**src/rtl/alu_op_sequencer_pkg.sv**
```systemverilog
// Shared definitions for the ALU op sequencer: instruction fields, op codes,
// FSM encoding and the decoded control bundle.
package alu_op_sequencer_pkg;

   localparam int unsigned INSTR_W  = 16;
   localparam int unsigned OPC_W    = 8;
   localparam int unsigned SEL_W    = 4;
   localparam int unsigned NREG     = 16;
   localparam int unsigned FIELD_W  = 4;
   localparam int unsigned IMM8_W   = 8;

   localparam int unsigned OP_LSB    = 12;
   localparam int unsigned RDEST_LSB = 8;
   localparam int unsigned OPEXT_LSB = 4;
   localparam int unsigned RSRC_LSB  = 0;
   localparam int unsigned IMM8_LSB  = 0;

   localparam logic [FIELD_W-1:0] OP_NOP  = 4'b0000;
   localparam logic [FIELD_W-1:0] OP_AND  = 4'b0001;
   localparam logic [FIELD_W-1:0] OP_OR   = 4'b0010;
   localparam logic [FIELD_W-1:0] OP_XOR  = 4'b0011;
   localparam logic [FIELD_W-1:0] OP_ADD  = 4'b0101;
   localparam logic [FIELD_W-1:0] OP_ADDU = 4'b0110;
   localparam logic [FIELD_W-1:0] OP_ADDC = 4'b0111;
   localparam logic [FIELD_W-1:0] OP_SUB  = 4'b1001;
   localparam logic [FIELD_W-1:0] OP_SUBC = 4'b1010;
   localparam logic [FIELD_W-1:0] OP_CMP  = 4'b1011;
   localparam logic [FIELD_W-1:0] OP_MOV  = 4'b1101;

   typedef enum logic [1:0] {
      ST_IDLE   = 2'd0,
      ST_DECODE = 2'd1,
      ST_EXEC   = 2'd2
   } state_e;

   typedef struct packed {
      logic [OPC_W-1:0]   opcode;
      logic [SEL_W-1:0]   a_sel;
      logic [SEL_W-1:0]   b_sel;
      logic               use_imm;
      logic [INSTR_W-1:0] imm;
   } ctrl_t;

   // NOP is only reachable through the register form; op=0000 never reaches here as an immediate op
   function automatic logic is_legal_code(input logic [FIELD_W-1:0] code);
      case (code)
         OP_NOP, OP_AND, OP_OR, OP_XOR, OP_ADD, OP_ADDU, OP_ADDC,
         OP_SUB, OP_SUBC, OP_CMP, OP_MOV: is_legal_code = 1'b1;
         default:                         is_legal_code = 1'b0;
      endcase
   endfunction

   // Logical ops and MOVI take an unsigned immediate
   function automatic logic is_zext_code(input logic [FIELD_W-1:0] code);
      case (code)
         OP_AND, OP_OR, OP_XOR, OP_MOV: is_zext_code = 1'b1;
         default:                       is_zext_code = 1'b0;
      endcase
   endfunction

endpackage

```
**src/rtl/alu_op_sequencer_if.sv**
```systemverilog
// Instruction handshake plus datapath control/status bundle of the sequencer.
interface alu_op_sequencer_if
   import alu_op_sequencer_pkg::*;
#(
   parameter int unsigned CNT_W = 16
);
   logic [INSTR_W-1:0] instr;
   logic               instr_valid;
   logic               instr_ready;
   logic [OPC_W-1:0]   opCode;
   logic [SEL_W-1:0]   a_select;
   logic [SEL_W-1:0]   b_select;
   logic               use_imm;
   logic [INSTR_W-1:0] immediate;
   logic [NREG-1:0]    regEnable;
   logic               flag_we;
   logic               done;
   logic               illegal;
   logic [CNT_W-1:0]   retired;

   modport master (
      output instr, instr_valid,
      input  instr_ready, opCode, a_select, b_select, use_imm, immediate,
             regEnable, flag_we, done, illegal, retired
   );

   modport slave (
      input  instr, instr_valid,
      output instr_ready, opCode, a_select, b_select, use_imm, immediate,
             regEnable, flag_we, done, illegal, retired
   );
endinterface

```
**src/rtl/alu_op_sequencer_decoder.sv**
```systemverilog
// Combinational decode of a held instruction word into datapath controls,
// writeback/flag qualifiers and an illegal-encoding flag.
module alu_op_decoder
   import alu_op_sequencer_pkg::*;
(
   input  logic [INSTR_W-1:0] instr_i,
   output ctrl_t              ctrl_c_o,
   output logic               wb_en_c_o,
   output logic               flag_en_c_o,
   output logic               illegal_c_o
);

   logic [FIELD_W-1:0] op;
   logic [FIELD_W-1:0] rdest;
   logic [FIELD_W-1:0] op_ext;
   logic [FIELD_W-1:0] rsrc;
   logic [IMM8_W-1:0]  imm8;
   logic               reg_form;
   logic [FIELD_W-1:0] code;
   logic               legal;

   assign op       = instr_i[OP_LSB    +: FIELD_W];
   assign rdest    = instr_i[RDEST_LSB +: FIELD_W];
   assign op_ext   = instr_i[OPEXT_LSB +: FIELD_W];
   assign rsrc     = instr_i[RSRC_LSB  +: FIELD_W];
   assign imm8     = instr_i[IMM8_LSB  +: IMM8_W];
   assign reg_form = (op == OP_NOP);
   assign code     = reg_form ? op_ext : op;
   assign legal    = is_legal_code(code);

   always_comb begin
      ctrl_c_o         = '0;
      ctrl_c_o.a_sel   = rdest;
      ctrl_c_o.use_imm = !reg_form;
      if (reg_form) begin
         ctrl_c_o.opcode = {4'b0000, op_ext};
         ctrl_c_o.b_sel  = rsrc;
      end else begin
         ctrl_c_o.opcode = {op, 4'b0000};
         ctrl_c_o.imm    = is_zext_code(code) ? {8'h00, imm8} : {{8{imm8[IMM8_W-1]}}, imm8};
      end
   end

   assign wb_en_c_o   = legal && (code != OP_NOP) && (code != OP_CMP);
   assign flag_en_c_o = legal && (code != OP_NOP) && (code != OP_MOV);
   assign illegal_c_o = !legal;

endmodule

```
**src/rtl/alu_op_sequencer.sv**
```systemverilog
// Single-issue IDLE -> DECODE -> EXEC controller for the regfile/ALU/flags
// datapath, with a retired-instruction counter.
module alu_op_sequencer
   import alu_op_sequencer_pkg::*;
#(
   parameter logic [OPC_W-1:0] NOP_OPCODE = 8'h00,
   parameter int unsigned      CNT_W      = 16
)(
   input  logic               clk,
   input  logic               reset,
   alu_op_sequencer_if.slave  bus
);

   state_e             state_q, state_d;
   logic [INSTR_W-1:0] instr_q, instr_d;
   logic [CNT_W-1:0]   retired_q, retired_d;

   ctrl_t              dec_ctrl;
   logic               dec_wb_en;
   logic               dec_flag_en;
   logic               dec_illegal;

   logic               ctrl_en;
   logic               ready_c;
   logic [OPC_W-1:0]   opcode_c;
   logic [SEL_W-1:0]   a_sel_c;
   logic [SEL_W-1:0]   b_sel_c;
   logic               use_imm_c;
   logic [INSTR_W-1:0] imm_c;
   logic [NREG-1:0]    reg_en_c;
   logic               flag_we_c;
   logic               done_c;
   logic               illegal_c;

   alu_op_decoder u_decoder (
      .instr_i     (instr_q),
      .ctrl_c_o    (dec_ctrl),
      .wb_en_c_o   (dec_wb_en),
      .flag_en_c_o (dec_flag_en),
      .illegal_c_o (dec_illegal)
   );

   always_ff @(posedge clk or posedge reset) begin
      if (reset) begin
         state_q   <= ST_IDLE;
         instr_q   <= '0;
         retired_q <= '0;
      end else begin
         state_q   <= state_d;
         instr_q   <= instr_d;
         retired_q <= retired_d;
      end
   end

   // Outputs decode from state so a reset forces IDLE values without waiting for a clock
   always_comb begin
      state_d   = state_q;
      instr_d   = instr_q;
      retired_d = retired_q;
      ctrl_en   = 1'b0;
      ready_c   = 1'b0;
      opcode_c  = NOP_OPCODE;
      a_sel_c   = '0;
      b_sel_c   = '0;
      use_imm_c = 1'b0;
      imm_c     = '0;
      reg_en_c  = '0;
      flag_we_c = 1'b0;
      done_c    = 1'b0;
      illegal_c = 1'b0;

      case (state_q)
         ST_IDLE: begin
            ready_c = 1'b1;
            if (bus.instr_valid) begin
               instr_d = bus.instr;
               state_d = ST_DECODE;
            end
         end
         ST_DECODE: begin
            ctrl_en = 1'b1;
            if (dec_illegal) begin
               illegal_c = 1'b1;
               state_d   = ST_IDLE;
            end else begin
               state_d   = ST_EXEC;
            end
         end
         ST_EXEC: begin
            ctrl_en   = 1'b1;
            reg_en_c  = dec_wb_en ? (NREG'(1) << dec_ctrl.a_sel) : '0;
            flag_we_c = dec_flag_en;
            done_c    = 1'b1;
            retired_d = retired_q + CNT_W'(1);
            state_d   = ST_IDLE;
         end
         default: state_d = ST_IDLE;
      endcase

      if (ctrl_en) begin
         opcode_c  = dec_ctrl.opcode;
         a_sel_c   = dec_ctrl.a_sel;
         b_sel_c   = dec_ctrl.b_sel;
         use_imm_c = dec_ctrl.use_imm;
         imm_c     = dec_ctrl.imm;
      end
   end

   assign bus.instr_ready = ready_c;
   assign bus.opCode      = opcode_c;
   assign bus.a_select    = a_sel_c;
   assign bus.b_select    = b_sel_c;
   assign bus.use_imm     = use_imm_c;
   assign bus.immediate   = imm_c;
   assign bus.regEnable   = reg_en_c;
   assign bus.flag_we     = flag_we_c;
   assign bus.done        = done_c;
   assign bus.illegal     = illegal_c;
   assign bus.retired     = retired_q;

endmodule
```
**src/flat_wrapper.sv**
```systemverilog
// flat-port wrapper written by rule: the top's interface ports become plain ports
module alu_op_sequencer_flat import alu_op_sequencer_pkg::*;
#(
   parameter logic [OPC_W-1:0] NOP_OPCODE = 8'h00,
   parameter int unsigned      CNT_W      = 16
)
  (clk, reset, bus_instr, bus_instr_valid, bus_instr_ready, bus_opCode, bus_a_select, bus_b_select, bus_use_imm, bus_immediate, bus_regEnable, bus_flag_we, bus_done, bus_illegal, bus_retired);
  alu_op_sequencer_if #(.CNT_W(CNT_W)) bus_i ();
  input  logic clk;
  input  logic reset;
  input wire logic [$bits(bus_i.instr)-1:0] bus_instr;
  input wire logic [$bits(bus_i.instr_valid)-1:0] bus_instr_valid;
  output wire logic [$bits(bus_i.instr_ready)-1:0] bus_instr_ready;
  output wire logic [$bits(bus_i.opCode)-1:0] bus_opCode;
  output wire logic [$bits(bus_i.a_select)-1:0] bus_a_select;
  output wire logic [$bits(bus_i.b_select)-1:0] bus_b_select;
  output wire logic [$bits(bus_i.use_imm)-1:0] bus_use_imm;
  output wire logic [$bits(bus_i.immediate)-1:0] bus_immediate;
  output wire logic [$bits(bus_i.regEnable)-1:0] bus_regEnable;
  output wire logic [$bits(bus_i.flag_we)-1:0] bus_flag_we;
  output wire logic [$bits(bus_i.done)-1:0] bus_done;
  output wire logic [$bits(bus_i.illegal)-1:0] bus_illegal;
  output wire logic [$bits(bus_i.retired)-1:0] bus_retired;
  assign bus_i.instr = bus_instr;
  assign bus_i.instr_valid = bus_instr_valid;
  assign bus_instr_ready = bus_i.instr_ready;
  assign bus_opCode = bus_i.opCode;
  assign bus_a_select = bus_i.a_select;
  assign bus_b_select = bus_i.b_select;
  assign bus_use_imm = bus_i.use_imm;
  assign bus_immediate = bus_i.immediate;
  assign bus_regEnable = bus_i.regEnable;
  assign bus_flag_we = bus_i.flag_we;
  assign bus_done = bus_i.done;
  assign bus_illegal = bus_i.illegal;
  assign bus_retired = bus_i.retired;
  alu_op_sequencer #(.NOP_OPCODE(NOP_OPCODE), .CNT_W(CNT_W)) u_core (.clk(clk), .reset(reset), .bus(bus_i));
endmodule
```
**config.mk**
```make
export PLATFORM = sky130hd
export DESIGN_NAME = alu_op_sequencer_flat
export DESIGN_NICKNAME = d
export VERILOG_FILES = /design/src/rtl/alu_op_sequencer_pkg.sv /design/src/rtl/alu_op_sequencer_if.sv /design/src/rtl/alu_op_sequencer_decoder.sv /design/src/rtl/alu_op_sequencer.sv /design/src/flat_wrapper.sv
export SDC_FILE = /design/constraint.sdc
export NUM_CORES = 1
export LEC_CHECK = 0
export BUFFER_PORTS_ARGS = -buffer_cell sky130_fd_sc_hd__buf_2
export CORE_ASPECT_RATIO = 1.2
export CORE_UTILIZATION = 50
export CTS_BUF_LIST = sky130_fd_sc_hd__clkbuf_8
export DETAILED_ROUTE_END_ITERATION = 12
export MAX_ROUTING_LAYER = met4
export PLACE_DENSITY = 0.95
export SETUP_SLACK_MARGIN = 0.15
export SKIP_LAST_GASP = 1
export SLEW_MARGIN = 15
export SYNTH_ARGS = -nofsm -noshare
export SYNTH_HDL_FRONTEND = slang
export SYNTH_HIERARCHICAL = 1
export SYNTH_SLANG_ARGS = --single-unit
```
**constraint.sdc**
```tcl
create_clock -name clk -period 2.5 [get_ports clk]
set_input_delay 0.5 -clock clk [delete_from_list [all_inputs] [get_ports clk]]
set_output_delay 0.5 -clock clk [all_outputs]
set_load 0.005 [all_outputs]
```
# [After elaboration in Yosys (flattened, before gate mapping)]
# Memories as Yosys holds them, arrays and structs flattened.
# Index checks and enable logic that the tools add are counted.
[totals] rom_bits=16 wordCells=48 ff_bits=34 input_bits=19 memories=1 output_inout_bits=69
[op_classes] n_shift=1 eq_ne=9 mux=23 add_sub_neg=1 reduce_logical=10
[memory_table] memory="(name not given)" depth=16 width=1 read_ports=1 rd_ports_with_merged_regs=0 write_ports=0 line="alu_op_sequencer_pkg.sv:46" rtl="case (code)"
[op_table] cell="$mux W16" n=5
[op_table] cell="$add A16 B1 Y16 const B" n=1
[op_table] cell="$mux W4" n=4
[op_table] cell="$mux W8" n=2
[op_table] cell="$shl A1 B4 Y16 const A" n=1
[op_table] cell="$mux W1" n=9
[op_table] cell="$eq A4 B2 Y1 const B" n=2
[op_table] cell="$ne A4 B4 Y1 const B" n=2
[op_table] cell="$eq A4 B1 Y1 const B" n=1
[op_table] cell="$eq A4 B4 Y1 const B" n=1
[op_table] cell="$logic_not A4 Y1" n=1
[op_table] cell="$mux W2" n=2
[op_table] cell="$pmux W2 S2" n=1
[op_table] cell="$reduce_bool A4 Y1" n=1
[op_table] cell="$reduce_or A4 Y1" n=1
[op_table] cell="$logic_and A1 B1 Y1" n=3
[op_table] cell="$eq A2 B1 Y1 const B" n=1
[op_table] cell="$eq A2 B2 Y1 const B" n=1
[op_table] cell="$logic_not A2 Y1" n=1
[op_table] cell="$ne A2 B2 Y1 const B" n=1
[op_table] cell="$reduce_and A2 Y1" n=1
[op_table] cell="$reduce_or A2 Y1" n=1
[op_table] cell="$logic_not A1 Y1" n=1

# [Logic depth before layout (Yosys ltp)]
# Gate-level depths: netlist of the first run.
[depth] word_depth=9 ltp_mapped=6 depth_no_buf=6

# [Modules after synthesis]
# Netlist of the first run, hierarchy kept.
[by_module_without_submodules] module="alu_op_sequencer" n_inst=1 cells_each=170 seq_area_each_um2=850.8 area_each_um2=1783.0
[by_module_without_submodules] module="alu_op_decoder" n_inst=1 cells_each=51 seq_area_each_um2=0.0 area_each_um2=335.3

# [Least setup slack after synthesis of the first run]
# OpenSTA, ideal clock, no wires.
[synth_path] path_type="reg2out" startpoint="register u_core.instr_q[14]" endpoint="output bus_regEnable[0]" stages_incl_launch_ff=7 t_required_ns=2.000 arrival_time_ns=1.600 path_slack_ns=0.400 n_path_buf=0 cell_sequence="dfrtp_1 -> nor2_1 -> o21ai_0 -> a32oi_1 -> nand2_1 -> or3_1 -> nor3_1"
[synth_between] elab_chain_cells=7 elab_cells_between_ends=9 classes_between="eq/ne (1); mux (3); reduce/logical (4); memory (1)"
[synth_lines] element="from (decl)" line="alu_op_sequencer.sv:15" rtl="logic [INSTR_W-1:0] instr_q, instr_d;"
[synth_lines] element="from (signal assigned)" line="alu_op_sequencer.sv:50" rtl="instr_q <= instr_d;"
[synth_lines] element="$logic_not A4 Y1" line="alu_op_sequencer_decoder.sv:27" rtl="assign reg_form = (op == OP_NOP);"
[synth_lines] element="$mux W4 (*)" line="alu_op_sequencer_decoder.sv:28" rtl="assign code = reg_form ? op_ext : op;"
[synth_lines] element="$mem_v2 Z16 W1 or $reduce_bool A4 Y1 (tied branches)"
[synth_lines] element="$logic_and A1 B1 Y1" line="alu_op_sequencer_decoder.sv:44" rtl="assign wb_en_c_o = legal && (code != OP_NOP) && (code != OP_CMP);"
[synth_lines] element="$logic_and A1 B1 Y1 (*)" line="alu_op_sequencer_decoder.sv:44"
[synth_lines] element="net u_core.dec_wb_en" line="alu_op_sequencer.sv:19" rtl="logic dec_wb_en;"
[synth_lines] element="$mux W16 (*)" line="alu_op_sequencer.sv:91" rtl="reg_en_c = dec_wb_en ? (NREG'(1) << dec_ctrl.a_sel) : '0;"
[synth_lines] element="$mux W16 (*)" line="alu_op_sequencer.sv:72" rtl="case (state_q)"
[synth_lines] element="to (decl)" line="flat_wrapper.sv:19" rtl="output wire logic [$bits(bus_i.regEnable)-1:0] bus_regEnable;"
# The timed path passes the listed nets; every way through them passes the cells marked *.

# [Final worst setup path of the first run]
# Same ends and word-level chain as after synthesis.

==> impl_results.md, run 1 <==
- Clk buf depth: 2
- Filler instances: 328
- I/O pins: 88
- Worst Setup End Kind: output port
- Storage cell area: 856 sq um
- Final Hold Fails: 0
- Max Freq: 0.416 GHz
- Worst-path cell chain: nor2_4 > o21ai_4 > a32oi_2 > nand2_1 > or3_4 > nor3_2 > buf_2
- Die area: 0.00450 sq mm
- Power after layout: 2.94 mW
- RSZ-0062 raised after global routing: true
- Synthesized area per cell: 9.58 sq um
- Rel. slew slack: 56.4%
- Netlist cell types: 34
- Pwr/cell area: 1070 mW/mm^2
- Footprint of the multi-input gates: 0.00116 sq mm
- Flops & latches, synth: 34
- Total track usage: 23.1%
- Sequential share of the synthesized area: 40.2%
- Ys async rst share: 100%
- Row cnt: 25
- Placement Setup Slack: 0.224 ns
- Ys flop type: dfrtp_1
- Clock root buffer: clkbuf_8
- Cell area after synthesis: 0.00212 sq mm
- CP peak stage delay: 0.47 ns
- PnR worst setup slack: 0.0955 ns
- Area growth from synthesis to layout: 30.1%
- Synth Instances: 221
- Routed WL: 4.70 mm
- CTS Sinks: 34
- Final worst path period need: 2.40 ns
- Clock-pin slew on the worst setup and hold paths: 0.06 ns
- Arrival time at the worst endpoint: 1.90 ns
- Crit-path slowest cell: dfrtp_2
- Nets: 330
- Cell area after layout: 0.00276 sq mm
- Post-synth EDFFs: 0
- Syn nets: 244
- Starting Density: 52.9%
- DR WL/cell: 13.0 microns
- N_diodes: 0
- DRT iter0 DRCs: 80
- MaxCap Viol Count: 0
- Core area: 0.00400 sq mm
- CTS H-tree depth: 2
- Buf/Inv on CP: 1
- Layout cells sized above 1: 47.2%
- Grt ovf: 0
- Hold WC Path Type: input pin to async pin
- Post-DP Area: 0.00252 sq mm
- Die Height: 73.3 microns
- Measured slew at the worst slew-check pin: 0.652 ns
- Critical path peak fanout: 6
- Synth Warn #: 6
- HPWL Detailed: 3.38 mm
- Vias per cell: 5.11
- CTS tree: yes
- Largest net degree at the start of global routing: 34
- DR vias: 1,844
- Crit start category: flip-flop
- Status: finished clean
- Gpl congestion: 0.862
- Num CTS Buffers: 5
- Global-route wire length before repair: 7.38 mm
- Static Leakage: 1.46 nW
- Routed Antenna Nets: 0
- Die width: 61.4 microns
- Worst skew pair latency: 0.28 ns
- Crit Path Class: flip-flop to output port
- Vias in the first global route: 1,631
- Initial antenna violation count: 0
- Max IR drop VDD: 508 uV
- Layout Skew: 0.00236 ns
- Buffers on Ports: 87
- DRC viols: 0
- DR pass1 iterations: 4
- Final Max Slew Viols: 0
- # setup viols final: 0
- Cell family with most CP delay: simple AND/OR/NAND/NOR gates
- Tcrit/Tclk final: 96.2%
- CP required: 2.00 ns
final cells by class:
cell class	instances	share of cell area [%]
multi-input combinational	157	42.2
clock buffer	5	2.50
sequential	34	31.1
clock inverter	2	0.363
timing repair buffer	100	20.2
tap	54	2.45
inverter	9	1.23
per-stage QoR:
step                TNS, ns  hold WS, ns  util, %  instances
floorplan                 0        0.465        -        221
global placement          0        0.459     63.1        345
detailed placement        0        0.462     63.1        345
CTS                       0        0.291     67.2        357
global route        -0.0821        0.342     68.8        361
finish                    0        0.280     68.8        361
cells in the mapped netlist (4+ instances only):
cell type  number  share of area [%]
dfrtp_1        34                 40
xor2_1         10                4.1
and2_1         43                 13
inv_1           9                1.6
clkbuf_1        7                1.2
buf_4          12                4.3
nor2_1         20                3.5
ha_1            4                2.4
nand4_1         5                1.5
mux2_2         17                9.0
nand2_1        10                1.8
xnor2_1         5                2.1
and2b_1         5                1.8
nor3_1          8                1.9
sequential cells by signal, indices dropped and copies added, names as in the netlist:
name	count
u_core/bus.retired	16
u_core/state_q	2
u_core/instr_q	16
path summary, 6_finish.rpt:
path	from	to	slack (ns)	depth (start not counted)
max	u_core/instr_q[14]	bus_regEnable[0]	0.1	7
min	reset	u_core/bus.retired[11]	0.28	2
max reg2reg	u_core/state_q[0]	u_core/bus.retired[15]	0.80	6
min reg2reg	u_core/bus.retired[15]	u_core/bus.retired[15]	0.47	1
max in group asynchronous	reset	u_core/instr_q[13]	1.54	3
min in group clk	bus_instr_valid	u_core/state_q[1]	0.44	2
metal layers:
metal	vias up	GRT usage, %	share of wire [%]
met1	873	26.5	40
met5	-	-	0
met2	66	36.7	50
li1	894	-	-
met4	0	12.1	2.7
met3	11	5.81	7.1
layout by cell type (no fill, tap or decap), drive strengths merged, types with 3 or more instances in the layout:
cell type  count
xnor2          5
nand2         10
and2b          5
nand3          3
inv            9
buf          100
xor2          10
and2          43
nand4          7
o21ai          3
nor4           5
mux2          17
clkbuf         5
ha             4
nor2          20
nor3           8
nor2b          3
dfrtp         34
power by group:
group,internal (mW),total (mW),switching (mW)
Sequential,0.742,1.03,0.290
Clock,0.186,0.370,0.183
Combinational,0.860,1.54,0.680
repair_timing:
item | in CTS | in global routing
endpoints found under the setup margin | 17 | 50
pin swaps | 1 | 6
resized for setup | 13 | 10
hold buffers | 0 | 0
buffers inserted | 5 | 4
cells by family after synthesis:
| kind of cell | Yosys count | synth area share, % |
|---|---|---|
| multiplexers | 17 | 9.04 |
| XOR/XNOR | 15 | 6.20 |
| adder cells (fa/ha/maj) | 4 | 2.36 |
| AO/OA/AOI/OAI | 12 | 4.13 |
| flip-flops | 34 | 40.2 |
| buffers and inverters | 30 | 7.56 |
| AND/OR/NAND/NOR | 109 | 30.5 |
Note: power is estimated with default switching activity, not from simulation.
==> run 2: changes to the inputs <==
CORE_UTILIZATION = 48   (was 50)
PLACE_DENSITY = 0.94   (was 0.95)
SYNTH_HIERARCHICAL = unset   (was 1)
==> impl_results.md, run 2 <==
- I/O pins: 88 (unchanged)
- Top-count cell post-synth: dfrtp_1
- GR Layer Usage met3: 5.78% (-0.034 points)
- Max Freq: 0.403 GHz (-3.2%)
- Clk buf depth: 2 (unchanged)
- Synthesized area per cell: 9.98 sq um (+4.1%)
- DRT iter0 DRCs: 242 (+200%)
- Final Hold Fails: 0 (unchanged)
- Synth Warn #: 0 (-6)
- MaxCap Viol Count: 0 (unchanged)
- Cell taking the most area after synthesis: dfrtp_1
- Largest net degree at the start of global routing: 35 (+2.9%)
- Global-route wire length before repair: 6.51 mm (-12%)
- RSZ-0062 raised after global routing: true
- Main area contributors after synthesis: dfrtp_1 44%, mux2_2 9.9%, and2_1 7.8%, nor4_1 5.2%, xnor2_1 3.6%
- CTS tree: yes
- Gpl congestion: 0.834 (-3.2%)
- Worst skew pair latency: 0.28 ns (about the same)
- Most frequent cells in the layout: 87 x buf_2, 32 x dfrtp_1, 24 x and2_1, 17 x mux2_2
- Final worst path period need: 2.48 ns (+0.0793 ns)
- Cell family with most CP delay: simple AND/OR/NAND/NOR gates
- Synth Instances: 194 (-12%)
- Filler instances: 241 (-27%)
- Flops & latches, synth: 34 (unchanged)
- Final Max Slew Viols: 0 (unchanged)
- Worst Setup End Kind: output port
- DR vias: 1,982 (+7.5%)
- Crit Path Class: flip-flop to output port
- Die width: 60.0 microns (-2.4%)
- Die area: 0.00429 sq mm (-4.7%)
- DR pass1 iterations: 5 (+1)
- Crit start category: flip-flop
- Nets: 310 (-6.1%)
- Routed Antenna Nets: 0 (unchanged)
- Syn nets: 217 (-11%)
- GR met2 Demand/Resource: 36.3% (-0.42 points)
- GR peak layer: met2
- Buf/Inv on CP: 2 (+1)
- Cell area after synthesis: 0.00194 sq mm (-8.6%)
- Worst-path cell chain: nor2b_1 > a32oi_2 > buf_4 > a21oi_4 > nor4_2 > buf_2
- Critical path peak fanout: 8 (+2)
- Vias per cell: 5.83 (+14%)
- HPWL Detailed: 3.16 mm (-6.5%)
- # setup viols final: 0 (unchanged)
- CTS H-tree depth: 2 (unchanged)
- CTS Sinks: 34 (unchanged)
- Pwr/cell area: 1190 mW/mm^2 (+11%)
- Top cell type's share of synthesized area: 44.0% (+3.8 points)
- Layout Skew: 0.00472 ns (+0.00236 ns)
- Status: finished clean
- Die Height: 71.6 microns (-2.4%)
- Crit-path slowest cell: dfrtp_1
- Grt ovf: 0 (unchanged)
- Post-synth EDFFs: 0 (unchanged)
- Static Leakage: 1.38 nW (-5.4%)
- Sequential share of the synthesized area: 44.0% (+3.8 points)
- Power after layout: 3.25 mW (+10%)
- Met1 GRT Util: 22.9% (-3.6 points)
- PnR worst setup slack: 0.0162 ns (-0.0793 ns)
- Area growth from synthesis to layout: 41.2%
- Netlist cell types: 31 (-8.8%)
- Clock root buffer: clkbuf_8
- Tcrit/Tclk final: 99.4% (+3.2 points)
- Buffers on Ports: 87 (unchanged)
- Starting Density: 51.6% (-1.3 points)
- CP required: 2.00 ns (about the same)
- DR WL/cell: 17.1 microns (+31%)
- Max IR drop VDD: 576 uV (+13%)
- Initial antenna violation count: 0 (unchanged)
- Rel. slew slack: 55.7% (-0.77 points)
- Arrival time at the worst endpoint: 1.98 ns (+0.08 ns)
- N_diodes: 0 (unchanged)
- DRC viols: 0 (unchanged)
- Measured slew at the worst slew-check pin: 0.663 ns (+0.0115 ns)
- Vias in the first global route: 1,450 (-11%)
- Ys flop type: dfrtp_1
- Num CTS Buffers: 5 (unchanged)
- Post-synth top cells: 34 x dfrtp_1, 24 x and2_1, 17 x mux2_2
- Ys async rst share: 100% (unchanged)
- Total track usage: 20.9% (-2.2 points)
- Routed WL: 5.80 mm (+23%)
- Commonest non-fill, non-tap cell in the layout: buf_2
- Placement Setup Slack: 0.179 ns (-0.0444 ns)
- Layout cells sized above 1: 53.5% (+6.2 points)
- Hold WC Path Type: input pin to async pin
- CP peak stage delay: 0.43 ns (-0.04 ns)
- Clock-pin slew on the worst setup and hold paths: 0.07 ns (about the same)
- Row cnt: 24 (-4.0%)
- Core area: 0.00375 sq mm (-6.3%)
## run 2: per-stage QoR
stage / cell area (sq um) / cells / utilization [%] / hold WS [ns] / setup TNS (ns)
after floorplan: 1940 / 194 / - / 0.465 / 0
after global placement: 2360 / 320 / 62.8 / 0.456 / 0
after detailed placement: 2360 / 320 / 62.8 / 0.452 / 0
after CTS: 2450 / 328 / 65.3 / 0.314 / 0
after global routing: 2730 / 340 / 72.8 / 0.345 / -0.655
final: 2730 / 340 / 72.8 / 0.299 / 0
## run 2: logic make-up (layout without fill, tap and decap cells)
group | after synthesis | after routing | synth area share [%]
adders and majority gates | 4 | 4 | 2.59
DFF | 34 | 34 | 44.0
xor gates and xnor gates | 15 | 15 | 6.79
and+or+nand+nor | 92 | 94 | 26.9
muxes | 17 | 17 | 9.89
AOI/OAI and AO/OA | 11 | 12 | 4.07
buffers and inverters | 21 | 112 | 5.82
## run 2: final timing paths
kind | start | to | slack [ns] | cells after the start
min in group clk | bus_instr[15] | u_core.instr_q[15] | 0.45 | 2
worst min-delay path | reset | u_core.bus.retired[14] | 0.30 | 3
max in group asynchronous | reset | u_core.instr_q[14] | 1.88 | 3
worst max register to register | u_core.state_q[0] | u_core.bus.retired[15] | 0.34 | 6
worst min register to register | u_core.bus.retired[15] | u_core.bus.retired[15] | 0.46 | 1
worst max-delay path | u_core.instr_q[4] | bus_regEnable[14] | 0.02 | 6
## run 2: what timing repair did
action,in CTS,in global routing
endpoints found under the setup margin,34,43
hold buffers,0,0
gates cloned,0,3
resized for setup,1,39
setup buffers,0,9
pin swaps,0,11
## run 2: power breakdown
group / switching, mW / leakage [nW] / total, mW / internal (mW)
Sequential: 0.281 / 0.427 / 1.02 / 0.739
Combinational: 0.996 / 0.904 / 1.82 / 0.826
Clock: 0.189 / 0.0524 / 0.407 / 0.218
## run 2: tightest hold or removal path: cells and delay by family
kind,cells,cell delay [ns]
buffers and inverters,3,0.50
## run 2: area by class of cell
class / instances / area (sq um) / area share, %
clock buffers: 6 / 82.6 / 3.02
repair buffers: 97 / 514 / 18.8
well taps: 52 / 65.1 / 2.38
clock inverters: 2 / 8.76 / 0.321
multi-input cells: 142 / 1180 / 43.3
inverters: 7 / 26.3 / 0.962
flip-flops and latches: 34 / 853 / 31.2
## run 2: layer usage
layer  vias to the layer above  share of wire (%)
met4                         0                4.9
met5                         -                  0
met3                        33                7.8
met1                       939                 36
met2                       156                 51
li1                        854                  -
==> run 3: changes to the inputs <==
CORE_ASPECT_RATIO = unset   (was 1.2)
==> impl_results.md, run 3 (synthesis results as in run 2) <==
- Row cnt: 22 (-8.3%)
- Die width: 65.5 microns (+9.2%)
- Hold Slack: 0.301 ns (+0.00195 ns)
- Routed WL: 4.93 mm (-15%)
- Int Pwr: 1.82 mW (+2.0%)
- Worst Setup End Kind: output port
- Static Leakage: 1.41 nW (+1.6%)
- Initial antenna violation count: 0 (unchanged)
- Largest net degree at the start of global routing: 35 (unchanged)
- Total track usage: 21.4% (+0.55 points)
- Max Freq: 0.412 GHz (+2.3%)
- Fin Setup TNS: 0 ns (unchanged)
- Tcrit/Tclk final: 97.1% (-2.3 points)
- DRC viols: 0 (unchanged)
- CP required: 2.00 ns (about the same)
- CTS H-tree depth: 2 (unchanged)
- Routed Antenna Nets: 0 (unchanged)
- Layout cells sized above 1: 54.3% (+0.82 points)
- Max IR drop VDD: 615 uV (+6.8%)
- N_diodes: 0 (unchanged)
- HPWL Detailed: 3.14 mm (-0.63%)
- # setup viols final: 0 (unchanged)
- Clock-pin slew on the worst setup and hold paths: 0.07 ns (about the same)
- Final Max Slew Viols: 0 (unchanged)
- Hold WC Path Type: input pin to async pin
- Clk buf depth: 2 (unchanged)
- Sw frac: 42.5% (-2.6 points)
- Comb pwr share: 56.1% (about the same)
- DR WL/cell: 14.5 microns (-15%)
- Arrival time at the worst endpoint: 1.93 ns (-0.05 ns)
- Nets: 313 (+0.97%)
- Power after layout: 3.16 mW (-2.6%)
- Total net switching power: 1.35 mW (-8.2%)
- Final Hold Fails: 0 (unchanged)
- Grt ovf: 0 (unchanged)
- I/O pins: 88 (unchanged)
- Measured slew at the worst slew-check pin: 0.689 ns (+0.0260 ns)
- Layout Skew: 0.00935 ns (+0.00463 ns)
- Crit Path Class: flip-flop to output port
- Status: finished clean
- Crit start category: flip-flop
- Filler instances: 262 (+8.7%)
- Final worst path period need: 2.43 ns (-0.0567 ns)
- MaxCap Viol Count: 0 (unchanged)
- Gpl congestion: 0.789 (-5.4%)
- Critical path peak fanout: 8 (unchanged)
- Buffers on Ports: 87 (unchanged)
- Worst skew pair latency: 0.29 ns (about the same)
- DRT iter0 DRCs: 104 (-57%)
- Clock root buffer: clkbuf_8
- Vias per cell: 5.32 (-8.8%)
- CTS Sinks: 34 (unchanged)
- Die Height: 65.5 microns (-8.5%)
- Area growth from synthesis to layout: 41.1% (about the same)
- Final core utilization: 72.4% (-0.37 points)
- Die area: 0.00429 sq mm (about the same)
- Reg power frac: 30.9% (-0.5 points)
- Pwr/cell area: 1160 mW/mm^2 (-2.5%)
- Clk pwr share: 13.0% (+0.5 points)
- Starting Density: 51.3% (-0.24 points)
- Most frequent cells in the layout: 87 x buf_2, 30 x dfrtp_1, 24 x and2_1, 17 x mux2_2
- Core area: 0.00377 sq mm (+0.47%)
- DR vias: 1,803 (-9.0%)
- Num CTS Buffers: 5 (unchanged)
- DR pass1 iterations: 4 (-1)
- Commonest non-fill, non-tap cell in the layout: buf_2
- CTS tree: yes
- Vias in the first global route: 1,504 (+3.7%)
- RSZ-0062 raised after global routing: true
- Rel. slew slack: 53.9% (-1.7 points)
- Global-route wire length before repair: 6.82 mm (+4.8%)
run 3: changes by cell type in the layout (fill, tap and decap cells not counted), sizes merged:
cell,change
a21oi,-1
buf,+4
clkbuf,+1
nand2,-1
run 3: final cells by class:
type	count	area [sq um]	area share (%)
Multi-Input combinational cell	140	1140	41.8
Sequential cell	34	856	31.3
Timing Repair Buffer	102	557	20.4
Clock buffer	6	82.6	3.02
Tap cell	48	60.1	2.20
Inverter	7	26.3	0.962
Clock inverter	2	8.76	0.321
run 3: per-layer routing:
layer	global-route usage (%)	part of all wire (%)
met1	26.1	43
met2	35.1	49
met3	5.03	4.9
met4	7.07	2.5
met5	-	0
run 3: worst paths after layout:
| path | startpoint | to | slack, ns | cells after the start |
|---|---|---|---|---|
| worst max register to register | u_core.state_q[0] | u_core.bus.retired[15] | 0.40 | 6 |
| max in group asynchronous | reset | u_core.instr_q[12] | 1.87 | 3 |
| worst min register to register | u_core.bus.retired[15] | u_core.bus.retired[15] | 0.47 | 1 |
| worst min-delay path | reset | u_core.instr_q[10] | 0.30 | 3 |
| min in group clk | bus_instr[0] | u_core.instr_q[0] | 0.44 | 2 |
| worst max-delay path | u_core.instr_q[14] | bus_regEnable[10] | 0.07 | 6 |
run 3: repair_timing:
item,in CTS,in global routing
resized for setup,8,32
pin swaps,1,7
gates cloned,0,2
hold buffers,0,0
setup buffers,0,12
setup endpoints to repair,34,42
run 3: worst max-delay path, cell delays in order (launching register included):
cell,delay [ns]
dfrtp_2,0.47
buf_4,0.17
o31ai_4,0.32
buf_6,0.16
nand2_4,0.08
nor4_2,0.28
buf_2,0.15
run 3: power by group through the flow:
stage	sequential, mW	clock [mW]	combinational [mW]
after floorplan	0.897	0	0.925
after CTS	0.969	0.419	1.33
after global placement	0.956	0	1.24
final	0.978	0.412	1.77
after detailed placement	0.971	0	1.28
after global routing	1.01	0.454	1.91
run 3: through the flow:
step	area (sq um)	std cells	setup slack (ns)
after floorplan	1940	194	0.327
after global placement	2360	317	0.335
after detailed placement	2360	317	0.234
after CTS	2480	325	0.105
after global routing	2730	339	-0.0217
final	2730	339	0.0729
